===== config.mk =====
export PLATFORM = sky130hd
export DESIGN_NAME = gemm_feeder_flat
export DESIGN_NICKNAME = d
export VERILOG_FILES = /design/src/rtl/gemm_pkg.sv /design/src/rtl/gemm_feeder_if.sv /design/src/rtl/gemm_feeder_skew_line.sv /design/src/rtl/gemm_feeder.sv /design/src/flat_wrapper.sv
export SDC_FILE = /design/constraint.sdc
export NUM_CORES = 1
export LEC_CHECK = 0
export ABC_AREA = 1
export BUFFER_PORTS_ARGS = -buffer_cell sky130_fd_sc_hd__buf_2
export CORE_ASPECT_RATIO = 0.75
export CORE_MARGIN = 3
export CORE_UTILIZATION = 59
export DETAILED_ROUTE_END_ITERATION = 12
export PLACE_DENSITY = 0.95
export SETUP_SLACK_MARGIN = 0.2
export SLEW_MARGIN = 40
export SYNTH_ARGS = -nofsm -noshare
export SYNTH_HDL_FRONTEND = slang
export SYNTH_SLANG_ARGS = --single-unit

===== constraint.sdc =====
create_clock -name clk -period 8.8 [get_ports clk]
set_input_delay 0.88 -clock clk [delete_from_list [all_inputs] [get_ports clk]]
set_output_delay 0.88 -clock clk [all_outputs]
set_load 0.02 [all_outputs]

===== src/rtl/gemm_pkg.sv =====
// gemm_pkg: shared types and helpers for the GEMM operand feeder.
//   feeder_state_t : sequencer states (IDLE, CLEAR, STREAM, FLUSH, DONE)
//   flush_len      : number of zero-fed cycles needed to drain the array
//   lane_lsb       : bit offset of a lane inside a packed lane vector
package gemm_pkg;

    typedef enum logic [2:0] {
        IDLE,
        CLEAR,
        STREAM,
        FLUSH,
        DONE
    } feeder_state_t;

    // The last operand must skew through ROWS-1 (or COLS-1) delay stages and
    // then hop across the remaining PEs before it reaches the far corner.
    function automatic int flush_len(input int rows, input int cols);
        return rows + cols - 2;
    endfunction

    function automatic int lane_lsb(input int lane, input int data_w);
        return lane * data_w;
    endfunction

endpackage


===== src/rtl/gemm_feeder_if.sv =====
// gemm_feeder_if: operand beat stream into the feeder.
//   in_valid : beat valid (master -> slave)
//   in_ready : feeder can take a beat (slave -> master)
//   a_vec    : ROWS A lanes, lane i at [i*DATA_W +: DATA_W]
//   b_vec    : COLS B lanes, same packing
interface gemm_feeder_if #(
    parameter int ROWS   = 4,
    parameter int COLS   = 4,
    parameter int DATA_W = 8
);

    logic                     in_valid;
    logic                     in_ready;
    logic [ROWS*DATA_W-1:0]   a_vec;
    logic [COLS*DATA_W-1:0]   b_vec;

    modport master (
        output in_valid,
        output a_vec,
        output b_vec,
        input  in_ready
    );

    modport slave (
        input  in_valid,
        input  a_vec,
        input  b_vec,
        output in_ready
    );

endinterface


===== src/rtl/gemm_feeder_skew_line.sv =====
// skew_line: enable-gated delay line of DEPTH stages for one operand lane.
//   clk, rst : clock, asynchronous active-high reset
//   en       : advance the line by one stage
//   clr      : synchronous clear of every stage (wins over en)
//   din      : lane input
//   dout     : lane input from DEPTH advances earlier (DEPTH=0 is a wire)
module skew_line #(
    parameter int DEPTH  = 1,
    parameter int DATA_W = 8
) (
    input  logic              clk,
    input  logic              rst,
    input  logic              en,
    input  logic              clr,
    input  logic [DATA_W-1:0] din,
    output logic [DATA_W-1:0] dout
);

    generate
        if (DEPTH == 0) begin : g_wire
            // No storage: the control inputs are intentionally left unused.
            logic unused_ctrl;
            assign unused_ctrl = ^{clk, rst, en, clr};
            assign dout = din;
        end else begin : g_shift
            logic [DATA_W-1:0] taps [DEPTH];

            always_ff @(posedge clk or posedge rst) begin
                if (rst) begin
                    for (int k = 0; k < DEPTH; k++) taps[k] <= '0;
                end else if (clr) begin
                    for (int k = 0; k < DEPTH; k++) taps[k] <= '0;
                end else if (en) begin
                    taps[0] <= din;
                    for (int k = 1; k < DEPTH; k++) taps[k] <= taps[k-1];
                end
            end

            assign dout = taps[DEPTH-1];
        end
    endgenerate

endmodule


===== src/rtl/gemm_feeder.sv =====
// gemm_feeder: operand feeder in front of a ROWS x COLS systolic PE array.
//   clk, rst         : clock, asynchronous active-high reset
//   start, k_len     : launch a job of k_len beats (sampled in IDLE only)
//   busy, done       : job in progress / one-cycle completion pulse
//   in_bus (slave)   : in_valid/in_ready handshake carrying a_vec, b_vec
//   a_edge, b_edge   : skewed operands to the PE west / north edges
//   pe_en, pe_clear  : array-wide enable and accumulator clear
module gemm_feeder
    import gemm_pkg::*;
#(
    parameter int ROWS   = 4,
    parameter int COLS   = 4,
    parameter int DATA_W = 8,
    parameter int K_W    = 16
) (
    input  logic                   clk,
    input  logic                   rst,
    input  logic                   start,
    input  logic [K_W-1:0]         k_len,
    output logic                   busy,
    output logic                   done,
    gemm_feeder_if.slave           in_bus,
    output logic [ROWS*DATA_W-1:0] a_edge,
    output logic [COLS*DATA_W-1:0] b_edge,
    output logic                   pe_en,
    output logic                   pe_clear
);

    localparam int FLUSH_LEN = flush_len(ROWS, COLS);

    feeder_state_t  state;
    feeder_state_t  state_nxt;
    logic [K_W-1:0] k_reg;
    logic [K_W-1:0] beat_cnt;
    logic [K_W-1:0] flush_cnt;
    logic           accept;
    logic           last_beat;
    logic           flush_last;
    logic           lane_live;

    assign accept     = (state == STREAM) && in_bus.in_valid;
    // Only reached with k_reg > 0, so k_reg - 1 never wraps here.
    assign last_beat  = accept && (beat_cnt == k_reg - K_W'(1));
    assign flush_last = (flush_cnt == K_W'(FLUSH_LEN - 1));
    // Lanes see real data only while streaming; otherwise zeros, which keeps
    // the depth-0 lanes quiet outside STREAM and drains the array in FLUSH.
    assign lane_live  = (state == STREAM);

    always_ff @(posedge clk or posedge rst) begin
        if (rst) state <= IDLE;
        else     state <= state_nxt;
    end

    always_comb begin
        state_nxt = state;
        case (state)
            IDLE:    if (start) state_nxt = CLEAR;
            CLEAR:   state_nxt = (k_reg != '0) ? STREAM : DONE;
            STREAM:  if (last_beat) state_nxt = (FLUSH_LEN > 0) ? FLUSH : DONE;
            FLUSH:   if (flush_last) state_nxt = DONE;
            DONE:    state_nxt = IDLE;
            default: state_nxt = IDLE;
        endcase
    end

    always_comb begin
        busy            = (state != IDLE);
        done            = (state == DONE);
        in_bus.in_ready = (state == STREAM);
        pe_clear        = (state == CLEAR);
        pe_en           = 1'b0;
        case (state)
            STREAM:  pe_en = in_bus.in_valid;
            FLUSH:   pe_en = 1'b1;
            default: pe_en = 1'b0;
        endcase
    end

    // Job length is latched on start so the k_len input may change freely.
    always_ff @(posedge clk or posedge rst) begin
        if (rst) begin
            k_reg     <= '0;
            beat_cnt  <= '0;
            flush_cnt <= '0;
        end else begin
            if (state == IDLE && start) k_reg <= k_len;

            if (state == CLEAR)  beat_cnt <= '0;
            else if (accept)     beat_cnt <= beat_cnt + K_W'(1);

            if (state == FLUSH)  flush_cnt <= flush_cnt + K_W'(1);
            else                 flush_cnt <= '0;
        end
    end

    genvar gi;
    generate
        for (gi = 0; gi < ROWS; gi++) begin : g_a_lane
            logic [DATA_W-1:0] lane_in;
            assign lane_in = lane_live ? in_bus.a_vec[lane_lsb(gi, DATA_W) +: DATA_W] : '0;
            skew_line #(.DEPTH(gi), .DATA_W(DATA_W)) u_skew (
                .clk  (clk),
                .rst  (rst),
                .en   (pe_en),
                .clr  (pe_clear),
                .din  (lane_in),
                .dout (a_edge[lane_lsb(gi, DATA_W) +: DATA_W])
            );
        end
        for (gi = 0; gi < COLS; gi++) begin : g_b_lane
            logic [DATA_W-1:0] lane_in;
            assign lane_in = lane_live ? in_bus.b_vec[lane_lsb(gi, DATA_W) +: DATA_W] : '0;
            skew_line #(.DEPTH(gi), .DATA_W(DATA_W)) u_skew (
                .clk  (clk),
                .rst  (rst),
                .en   (pe_en),
                .clr  (pe_clear),
                .din  (lane_in),
                .dout (b_edge[lane_lsb(gi, DATA_W) +: DATA_W])
            );
        end
    endgenerate

endmodule

===== src/flat_wrapper.sv =====
// flat-port wrapper written by rule: the top's interface ports become plain ports
module gemm_feeder_flat import gemm_pkg::*;
#(
    parameter int ROWS   = 4,
    parameter int COLS   = 4,
    parameter int DATA_W = 8,
    parameter int K_W    = 16
)
  (clk, rst, start, k_len, busy, done, a_edge, b_edge, pe_en, pe_clear, in_bus_in_valid, in_bus_a_vec, in_bus_b_vec, in_bus_in_ready);
  gemm_feeder_if #(.ROWS(ROWS), .COLS(COLS), .DATA_W(DATA_W)) in_bus_i ();
  input  logic clk;
  input  logic rst;
  input  logic start;
  input  logic [K_W-1:0] k_len;
  output logic busy;
  output logic done;
  output logic [ROWS*DATA_W-1:0] a_edge;
  output logic [COLS*DATA_W-1:0] b_edge;
  output logic pe_en;
  output logic pe_clear;
  input wire logic [$bits(in_bus_i.in_valid)-1:0] in_bus_in_valid;
  input wire logic [$bits(in_bus_i.a_vec)-1:0] in_bus_a_vec;
  input wire logic [$bits(in_bus_i.b_vec)-1:0] in_bus_b_vec;
  output wire logic [$bits(in_bus_i.in_ready)-1:0] in_bus_in_ready;
  assign in_bus_i.in_valid = in_bus_in_valid;
  assign in_bus_i.a_vec = in_bus_a_vec;
  assign in_bus_i.b_vec = in_bus_b_vec;
  assign in_bus_in_ready = in_bus_i.in_ready;
  gemm_feeder #(.ROWS(ROWS), .COLS(COLS), .DATA_W(DATA_W), .K_W(K_W)) u_core (.clk(clk), .rst(rst), .start(start), .k_len(k_len), .busy(busy), .done(done), .in_bus(in_bus_i), .a_edge(a_edge), .b_edge(b_edge), .pe_en(pe_en), .pe_clear(pe_clear));
endmodule

==> impl_results.html, run 1 <==
<table>
<tr><th>Metric</th><th>Value</th></tr>
<tr><th colspan="2">Run status</th></tr>
<tr><td>Run status</td><td>complete, no violations</td></tr>
<tr><th colspan="2">Final layout</th></tr>
<tr><td>Number of fillers in the final layout</td><td>925</td></tr>
<tr><td>Multi-input gate area</td><td>2760 µm²</td></tr>
<tr><td>Number of nets in the final layout</td><td>1073</td></tr>
<tr><td>Area added between synthesis and finish</td><td>16.5%</td></tr>
<tr><td>Number of diodes</td><td>0</td></tr>
<tr><td>Final standard cell area without fillers</td><td>8450 µm²</td></tr>
<tr><td>Fraction of final layout cells with drive strength greater than 1</td><td>0.219</td></tr>
<tr><td>Layout Cells excl Fill</td><td>1160</td></tr>
<tr><td>Final core occ</td><td>0.717</td></tr>
<tr><td>Register cell area after layout</td><td>3680 µm²</td></tr>
<tr><th colspan="2">Power</th></tr>
<tr><td>Logic pwr share</td><td>0.400</td></tr>
<tr><td>Internal</td><td>0.00159 W</td></tr>
<tr><td>Leak</td><td>4.32 nW</td></tr>
<tr><td>Switching Share</td><td>0.427</td></tr>
<tr><td>Switching Power</td><td>0.00118 W</td></tr>
<tr><td>Part of the total power dissipated in the clock network</td><td>0.252</td></tr>
<tr><td>Ratio of total power to cell area</td><td>327 nW/µm²</td></tr>
<tr><td>Sequential fraction of design power</td><td>0.348</td></tr>
<tr><td>Worst IR Drop VDD</td><td>0.000167 V</td></tr>
<tr><th colspan="2">Global routing</th></tr>
<tr><td>Number of global-route vias before repair</td><td>5916</td></tr>
<tr><td>Maximum number of pins on one net before global-route repair</td><td>126</td></tr>
<tr><td>Initial antenna violation count</td><td>0</td></tr>
<tr><td>Global-route wire length before repair</td><td>27400 µm</td></tr>
<tr><td>Total congestion overflow after global routing</td><td>0</td></tr>
<tr><td>Total routing usage reported by global routing</td><td>0.246</td></tr>
<tr><th colspan="2">Job</th></tr>
<tr><td>Maximum capacitance violations</td><td>0</td></tr>
<tr><th colspan="2">Logic synthesis</th></tr>
<tr><td>Synth warn</td><td>0</td></tr>
<tr><td>Flip-flop and latch count after synthesis</td><td>147</td></tr>
<tr><td>Number of enable flip-flop cells after synthesis</td><td>0</td></tr>
<tr><td>Gate count of the mapped netlist</td><td>883</td></tr>
<tr><td>Post-synthesis sequential area ratio</td><td>0.507</td></tr>
<tr><td>Post-synthesis area per instance</td><td>8.22 µm²</td></tr>
<tr><td>Combined area of all synthesized cells</td><td>7250 µm²</td></tr>
<tr><td>Net count after synthesis</td><td>971</td></tr>
<tr><td>Flip-flop cell with the highest count after synthesis</td><td>dfrtp_1</td></tr>
<tr><td>Share of flip-flops with an asynchronous set or reset</td><td>1.00</td></tr>
<tr><td>Cell variety after synth</td><td>36</td></tr>
<tr><th colspan="2">Placement</th></tr>
<tr><td>Placed insts</td><td>1128</td></tr>
<tr><td>Placed instance area</td><td>7860 µm²</td></tr>
<tr><td># port buffers</td><td>152</td></tr>
<tr><td>Post-DP HPWL</td><td>11100 µm</td></tr>
<tr><td>RePlAce Congestion</td><td>0.899</td></tr>
<tr><th colspan="2">Clocking</th></tr>
<tr><td>Maximum buffer depth of the clock tree</td><td>2</td></tr>
<tr><td>Number of setup buffers added after CTS</td><td>0</td></tr>
<tr><td>CTS HTree Levels</td><td>4</td></tr>
<tr><td>Post-cts sizing count</td><td>0</td></tr>
<tr><td>Cts bufs inserted</td><td>17</td></tr>
<tr><td>CTS tree</td><td>built</td></tr>
<tr><td>Worst-path clk slew</td><td>0.06 ns</td></tr>
<tr><td>Number of buffers inserted by hold repair at cts</td><td>0</td></tr>
<tr><td>Worst-Skew Late Latency</td><td>0.41 ns</td></tr>
<tr><td>CTS root buffer</td><td>clkbuf_16</td></tr>
<tr><td>Clock sink count</td><td>147</td></tr>
<tr><th colspan="2">STA</th></tr>
<tr><td>Count of final max-slew check failures</td><td>0</td></tr>
<tr><td>Finish-stage setup viols</td><td>0</td></tr>
<tr><td>Slew at the pin with the worst max-slew slack</td><td>0.763 ns</td></tr>
<tr><td>Max Clock Skew</td><td>0.00665 ns</td></tr>
<tr><td>F_max</td><td>0.293 GHz</td></tr>
<tr><td>Total negative slack for setup checks</td><td>0 ns</td></tr>
<tr><td>Post-route clock period utilization</td><td>0.388</td></tr>
<tr><td>Worst slew margin relative to its limit</td><td>0.492</td></tr>
<tr><td>RSZ-0062 raised after global routing</td><td>false</td></tr>
<tr><td>Final worst path period need</td><td>3.42 ns</td></tr>
<tr><td>Final Hold Violating Endpoints</td><td>0</td></tr>
<tr><th colspan="2">Worst hold path</th></tr>
<tr><td>Path category of the worst min-delay check</td><td>reg -&gt; reg</td></tr>
<tr><th colspan="2">Setup path</th></tr>
<tr><td>Maximum net fanout on the critical path</td><td>39</td></tr>
<tr><td>Element type at the critical path start</td><td>register</td></tr>
<tr><td>Data arrival time of the critical path</td><td>2.54 ns</td></tr>
<tr><td>Register-to-register setup slack</td><td>6.12 ns</td></tr>
<tr><td>CP Data Required Time</td><td>7.92 ns</td></tr>
<tr><td>Worst setup path class</td><td>reg -&gt; out</td></tr>
<tr><td>Crit. End Element</td><td>primary output</td></tr>
<tr><th colspan="2">Route</th></tr>
<tr><td>Final Routed Wirelength</td><td>16400 µm</td></tr>
<tr><td>DRT iter0 DRCs</td><td>382</td></tr>
<tr><td>Number of detailed-route iterations in the first pass</td><td>5</td></tr>
<tr><td>DRT antenna net count</td><td>0</td></tr>
<tr><td>Post-DR vias/cell</td><td>5.28</td></tr>
<tr><td>Residual DRC count</td><td>0</td></tr>
<tr><td>Number of vias in the routed layout</td><td>6122</td></tr>
<tr><td>Routed len/inst</td><td>14.1 µm</td></tr>
<tr><th colspan="2">Floorplanning</th></tr>
<tr><td>Std cell rows</td><td>34</td></tr>
<tr><td>Total I/O pin count</td><td>153</td></tr>
<tr><td>Starting Density</td><td>0.616</td></tr>
<tr><td>Die extent in x</td><td>134 µm</td></tr>
<tr><td>Die Area</td><td>13700 µm²</td></tr>
<tr><td>Overall die height</td><td>102 µm</td></tr>
<tr><td>Core region area</td><td>11800 µm²</td></tr>
</table>
worst paths after layout:
kind                                      from  cells past startpoint                           endpoint
max                            u_core.state[2]                      7                              pe_en
min                        u_core.flush_cnt[0]                      1                u_core.flush_cnt[0]
max reg2reg                    u_core.state[0]                      6  u_core.g_b_lane[2].u_skew.dout[6]
min reg2reg                u_core.flush_cnt[0]                      1                u_core.flush_cnt[0]
max in group asynchronous                  rst                      3                u_core.beat_cnt[12]
min in group asynchronous                  rst                      2  u_core.g_a_lane[1].u_skew.dout[5]
kinds of logic (layout without fill, tap and decap cells):
group | Yosys count | after routing | share of synthesized area
compound gates | 121 | 121 | 0.0952
xor+xnor | 11 | 11 | 0.0133
fa+ha+maj | 4 | 4 | 0.00690
buf+inv | 185 | 300 | 0.114
flops | 147 | 147 | 0.507
mux | 2 | 2 | 0.00310
simple gates | 413 | 413 | 0.261
metal layers:
metal  vias up  track usage  part of all wire
li1       3052            -                 -
met1      2871        0.335              0.44
met2       180        0.409              0.49
met3        19       0.0487             0.057
met4         0       0.0751             0.012
met5         -            0                 0
cells in the final DEF (no fill, tap or decap), types with 8 or more instances in the layout:
master	instances
buf_2	152
dfrtp_1	147
nand2_1	127
nand3_1	127
nor2_1	113
inv_1	105
o21ai_0	52
a21oi_1	31
a211oi_1	31
clkbuf_16	17
nor3_1	9
xor2_1	8
metrics by stage:
stage               power, W  setup WS, ns  hold WS (ns)
detailed placement   0.00208          5.75         0.488
finish               0.00277          5.38         0.500
CTS                  0.00278          5.39         0.501
global placement     0.00203          5.65         0.477
floorplan            0.00187          3.97         0.453
global route         0.00296          5.22         0.530
cells in the mapped netlist, types with 3 or more instances:
library cell	n	area (µm²)
a211oi_1	31	233
a21oi_1	31	155
buf_1	8	30.0
buf_2	9	45.0
buf_4	32	240
clkbuf_1	24	90.1
dfrtp_1	147	3680
ha_1	4	50.1
inv_1	106	398
inv_2	5	18.8
nand2_1	128	480
nand2_2	3	18.8
nand3_1	128	641
nand4_1	7	43.8
nor2_1	113	424
nor2_2	5	31.3
nor3_1	9	45.0
nor3_2	5	50.1
nor4_1	4	25.0
o21ai_0	52	260
o21ai_1	3	15.0
xnor2_1	3	26.3
xor2_1	8	70.1
cell type report:
type / count / share of cell area
Sequential cell: 147 / 0.435
Multi-Input combinational cell: 551 / 0.327
Timing Repair Buffer: 156 / 0.0945
Clock buffer: 19 / 0.0536
Inverter: 112 / 0.0503
Tap cell: 162 / 0.0240
Clock inverter: 13 / 0.0153
power groups by stage:
stage	Clock [W]	Sequential, W	Combinational (W)
finish	0.000697	0.000962	0.00111
global route	0.000738	0.000981	0.00124
CTS	0.000705	0.000961	0.00112
detailed placement	0	0.000969	0.00111
global placement	0	0.000963	0.00107
floorplan	0	0.000959	0.000911
worst max-delay path, stage by stage (launching register included):
cell and delay, ns:
dfrtp_1 0.43, nor2_2 0.16, inv_1 0.05, buf_4 0.26
nor2_1 0.60, inv_1 0.33, nand2_1 0.11, buf_2 0.18
No activity file was read; power rests on OpenSTA's default activity.
==> run 2: changes to the inputs <==
--- a/config.mk
+++ b/config.mk
@@ -5,13 +5,13 @@
 export SDC_FILE = /design/constraint.sdc
 export NUM_CORES = 1
 export LEC_CHECK = 0
-export ABC_AREA = 1
+export ABC_AREA = 0
 export BUFFER_PORTS_ARGS = -buffer_cell sky130_fd_sc_hd__buf_2
 export CORE_ASPECT_RATIO = 0.75
 export CORE_MARGIN = 3
-export CORE_UTILIZATION = 59
+export CORE_UTILIZATION = 54
 export DETAILED_ROUTE_END_ITERATION = 12
-export PLACE_DENSITY = 0.95
+export PLACE_DENSITY = 0.9
 export SETUP_SLACK_MARGIN = 0.2
 export SLEW_MARGIN = 40
 export SYNTH_ARGS = -nofsm -noshare
==> constraint.sdc (replaced) <==
create_clock -name clk -period 3.4 [get_ports clk]
set_input_delay 0.34 -clock clk [delete_from_list [all_inputs] [get_ports clk]]
set_output_delay 0.34 -clock clk [all_outputs]
set_load 0.02 [all_outputs]
==> run 2 against run 1 <==
Global-route usage fell by 2.3 points. Cell count fell by 10%. Register-to-register slack got worse by 5.2 ns. Via count fell by 11%.
==> impl_results.html, run 2 <==
<table>
<tr><th>Metric</th><th>Value</th></tr>
<tr><th colspan="2">Run status</th></tr>
<tr><td>Run status</td><td>complete, no violations</td></tr>
<tr><th colspan="2">Setup path</th></tr>
<tr><td>Worst setup path class</td><td>reg -&gt; out</td></tr>
<tr><td>Max stage delay on crit path</td><td>0.60 ns</td></tr>
<tr><td>CP Data Required Time</td><td>3.06 ns</td></tr>
<tr><td>Crit. End Element</td><td>primary output</td></tr>
<tr><td>Element type at the critical path start</td><td>register</td></tr>
<tr><td>Startpoint of the worst register-to-register path</td><td>u_core.k_reg[7]</td></tr>
<tr><td>Bufs and invs on worst path</td><td>2</td></tr>
<tr><td>Crit-path leading delay family</td><td>buffers and inverters</td></tr>
<tr><td>CP startpoint</td><td>u_core.state[0]</td></tr>
<tr><td>Sequence of cells on the critical path</td><td>nor3b_2 &gt; buf_4 &gt; buf_2</td></tr>
<tr><td>Data arrival time of the critical path</td><td>2.23 ns</td></tr>
<tr><td>Maximum net fanout on the critical path</td><td>30</td></tr>
<tr><td>Slowest cell on the critical path</td><td>nor3b_2</td></tr>
<tr><th colspan="2">STA</th></tr>
<tr><td>Post-route clock period utilization</td><td>0.756</td></tr>
<tr><td>Final worst path period need</td><td>2.57 ns</td></tr>
<tr><td>Count of final max-slew check failures</td><td>0</td></tr>
<tr><td>RSZ-0062 raised after global routing</td><td>false</td></tr>
<tr><td>Worst slew margin relative to its limit</td><td>0.544</td></tr>
<tr><td>Max Clock Skew</td><td>0.00960 ns</td></tr>
<tr><td>F_max</td><td>0.389 GHz</td></tr>
<tr><td>Hold Slack</td><td>0.0165 ns</td></tr>
<tr><td>Finish-stage setup viols</td><td>0</td></tr>
<tr><td>Total negative slack for setup checks</td><td>0 ns</td></tr>
<tr><td>Slew at the pin with the worst max-slew slack</td><td>0.683 ns</td></tr>
<tr><td>Final Hold Violating Endpoints</td><td>0</td></tr>
<tr><th colspan="2">Clocking</th></tr>
<tr><td>Maximum buffer depth of the clock tree</td><td>2</td></tr>
<tr><td>CTS tree</td><td>built</td></tr>
<tr><td>Clock sink count</td><td>147</td></tr>
<tr><td>CTS HTree Levels</td><td>4</td></tr>
<tr><td>Cts bufs inserted</td><td>17</td></tr>
<tr><td>Worst-Skew Late Latency</td><td>0.42 ns</td></tr>
<tr><td>CTS root buffer</td><td>clkbuf_16</td></tr>
<tr><td>Number of setup buffers added after CTS</td><td>0</td></tr>
<tr><td>Post-cts sizing count</td><td>0</td></tr>
<tr><td>Worst-path clk slew</td><td>0.06 ns</td></tr>
<tr><td>Number of buffers inserted by hold repair at cts</td><td>0</td></tr>
<tr><th colspan="2">Power</th></tr>
<tr><td>Leak</td><td>3.88 nW</td></tr>
<tr><td>Overall power consumption</td><td>0.00741 W</td></tr>
<tr><td>Worst IR Drop VDD</td><td>0.000533 V</td></tr>
<tr><td>Ratio of total power to cell area</td><td>902 nW/µm²</td></tr>
<tr><th colspan="2">Final layout</th></tr>
<tr><td>Most common library cell in the layout ignoring fill and taps</td><td>nand2_1</td></tr>
<tr><td>Top library cells by usage in the layout, fill and taps aside</td><td>nand2_1, buf_2, dfrtp_1</td></tr>
<tr><td>Number of nets in the final layout</td><td>949</td></tr>
<tr><td>Number of diodes</td><td>0</td></tr>
<tr><td>Area added between synthesis and finish</td><td>19.1%</td></tr>
<tr><td>Fraction of final layout cells with drive strength greater than 1</td><td>0.249</td></tr>
<tr><th colspan="2">Logic synthesis</th></tr>
<tr><td>Xor/xnor share of the synthesized area</td><td>0.0622</td></tr>
<tr><td>Fraction of post-synthesis cell area in the top cell type by area</td><td>0.533</td></tr>
<tr><td>Main area contributors after synthesis</td><td>dfrtp_1, nand2_1, a21oi_1</td></tr>
<tr><td>Flip-flop cell with the highest count after synthesis</td><td>dfrtp_1</td></tr>
<tr><td>Top cells by count, synth</td><td>nand2_1, dfrtp_1, a21oi_1, nor2_1, clkbuf_1</td></tr>
<tr><td>Cell variety after synth</td><td>44</td></tr>
<tr><td>Multiplexer share of the synthesized area</td><td>0.0227</td></tr>
<tr><td>Flip-flop and latch count after synthesis</td><td>147</td></tr>
<tr><td>Combined area of all synthesized cells</td><td>6900 µm²</td></tr>
<tr><td>Area fraction in and, or, nand and nor cells after synthesis</td><td>0.216</td></tr>
<tr><td>Number of enable flip-flop cells after synthesis</td><td>0</td></tr>
<tr><td>Net count after synthesis</td><td>842</td></tr>
<tr><td>Post-synthesis compound-gate area fraction</td><td>0.0966</td></tr>
<tr><td>Gate count of the mapped netlist</td><td>754</td></tr>
<tr><td>Synth warn</td><td>0</td></tr>
<tr><td>Post-synthesis sequential area ratio</td><td>0.533</td></tr>
<tr><td>Largest family of logic cells by synthesized area</td><td>simple AND/OR/NAND/NOR gates</td></tr>
<tr><td>Share of flip-flops with an asynchronous set or reset</td><td>1.00</td></tr>
<tr><td>Library cell occupying the most area in the post-synthesis netlist</td><td>dfrtp_1</td></tr>
<tr><td>Post-synthesis area per instance</td><td>9.15 µm²</td></tr>
<tr><td>Post-synthesis share of cell area spent on full adders, half adders and majority gates</td><td>0.00725</td></tr>
<tr><td>Cell with the most instances after synthesis</td><td>nand2_1</td></tr>
<tr><th colspan="2">Global routing</th></tr>
<tr><td>Initial antenna violation count</td><td>1</td></tr>
<tr><td>Total routing usage reported by global routing</td><td>0.224</td></tr>
<tr><td>Number of global-route vias before repair</td><td>5258</td></tr>
<tr><td>Total congestion overflow after global routing</td><td>0</td></tr>
<tr><td>Global-route wire length before repair</td><td>25600 µm</td></tr>
<tr><td>Maximum number of pins on one net before global-route repair</td><td>71</td></tr>
<tr><th colspan="2">Placement</th></tr>
<tr><td>Post-DP HPWL</td><td>10200 µm</td></tr>
<tr><td># port buffers</td><td>152</td></tr>
<tr><td>RePlAce Congestion</td><td>0.877</td></tr>
<tr><th colspan="2">Worst hold path</th></tr>
<tr><td>Path category of the worst min-delay check</td><td>in -&gt; async</td></tr>
<tr><th colspan="2">Floorplanning</th></tr>
<tr><td>Die Area</td><td>14200 µm²</td></tr>
<tr><td>Die extent in x</td><td>137 µm</td></tr>
<tr><td>Core region area</td><td>12400 µm²</td></tr>
<tr><td>Total I/O pin count</td><td>153</td></tr>
<tr><td>Overall die height</td><td>104 µm</td></tr>
<tr><td>Starting Density</td><td>0.557</td></tr>
<tr><td>Std cell rows</td><td>35</td></tr>
<tr><th colspan="2">Route</th></tr>
<tr><td>Final Routed Wirelength</td><td>15400 µm</td></tr>
<tr><td>Number of detailed-route iterations in the first pass</td><td>5</td></tr>
<tr><td>Routed len/inst</td><td>14.8 µm</td></tr>
<tr><td>DRT iter0 DRCs</td><td>331</td></tr>
<tr><td>DRT antenna net count</td><td>0</td></tr>
<tr><td>Residual DRC count</td><td>0</td></tr>
<tr><td>Number of vias in the routed layout</td><td>5478</td></tr>
<tr><td>Post-DR vias/cell</td><td>5.27</td></tr>
<tr><th colspan="2">Job</th></tr>
<tr><td>Maximum capacitance violations</td><td>0</td></tr>
</table>
-- run 2: area by class of cell --
type	count	area, µm²
timing repair buffer	162	906
clock inverter	15	151
sequential	147	3680
clock buffer	17	425
multi-input combinational	525	2820
inverter	8	33.8
tap	166	208
fill	949	4170
-- run 2: power by group --
part / total (W) / switching, W / internal [W]
registers: 0.00281 / 0.000458 / 0.00235
clock network: 0.00181 / 0.000781 / 0.00102
logic: 0.00280 / 0.00182 / 0.000987
total: 0.00741 / 0.00305 / 0.00436
-- run 2: cells by family (layout without fill, tap and decap cells) --
| logic type | after synthesis | count (layout) |
|---|---|---|
| buffers and inverters | 82 | 202 |
| DFF | 147 | 147 |
| adders and majority gates | 4 | 4 |
| xor gates and xnor gates | 49 | 49 |
| AOI/OAI and AO/OA | 125 | 125 |
| and+or+nand+nor | 333 | 333 |
| muxes | 14 | 14 |
-- run 2: layer usage --
layer  up-vias  track usage  share of wire
met5         -            0        0.00084
met4         2       0.0640          0.015
met3        28       0.0575          0.053
met2       142        0.331           0.47
met1      2634        0.328           0.46
li1       2672            -              -
-- run 2: final timing paths --
| kind | end | slack (ns) | cells after the start |
|---|---|---|---|
| max | pe_clear | 0.83 | 3 |
| min | u_core.g_b_lane[3].u_skew.dout[5] | 0.02 | 2 |
| max reg2reg | u_core.state[0] | 0.93 | 6 |
| min reg2reg | u_core.g_b_lane[1].u_skew.dout[0] | 0.48 | 2 |
| max in group asynchronous | u_core.g_a_lane[3].u_skew.dout[0] | 2.62 | 3 |
| min in group clk | u_core.k_reg[1] | 0.12 | 3 |
-- run 2: metrics by stage --
stage | utilization | instances | cell area, µm² | setup WS [ns]
global route | 0.663 | 1040 | 8220 | 0.684
floorplan | - | 754 | 6910 | 1.18
finish | 0.663 | 1040 | 8220 | 0.829
global placement | 0.614 | 1007 | 7610 | 1.09
detailed placement | 0.615 | 1007 | 7620 | 1.08
CTS | 0.661 | 1039 | 8190 | 0.834
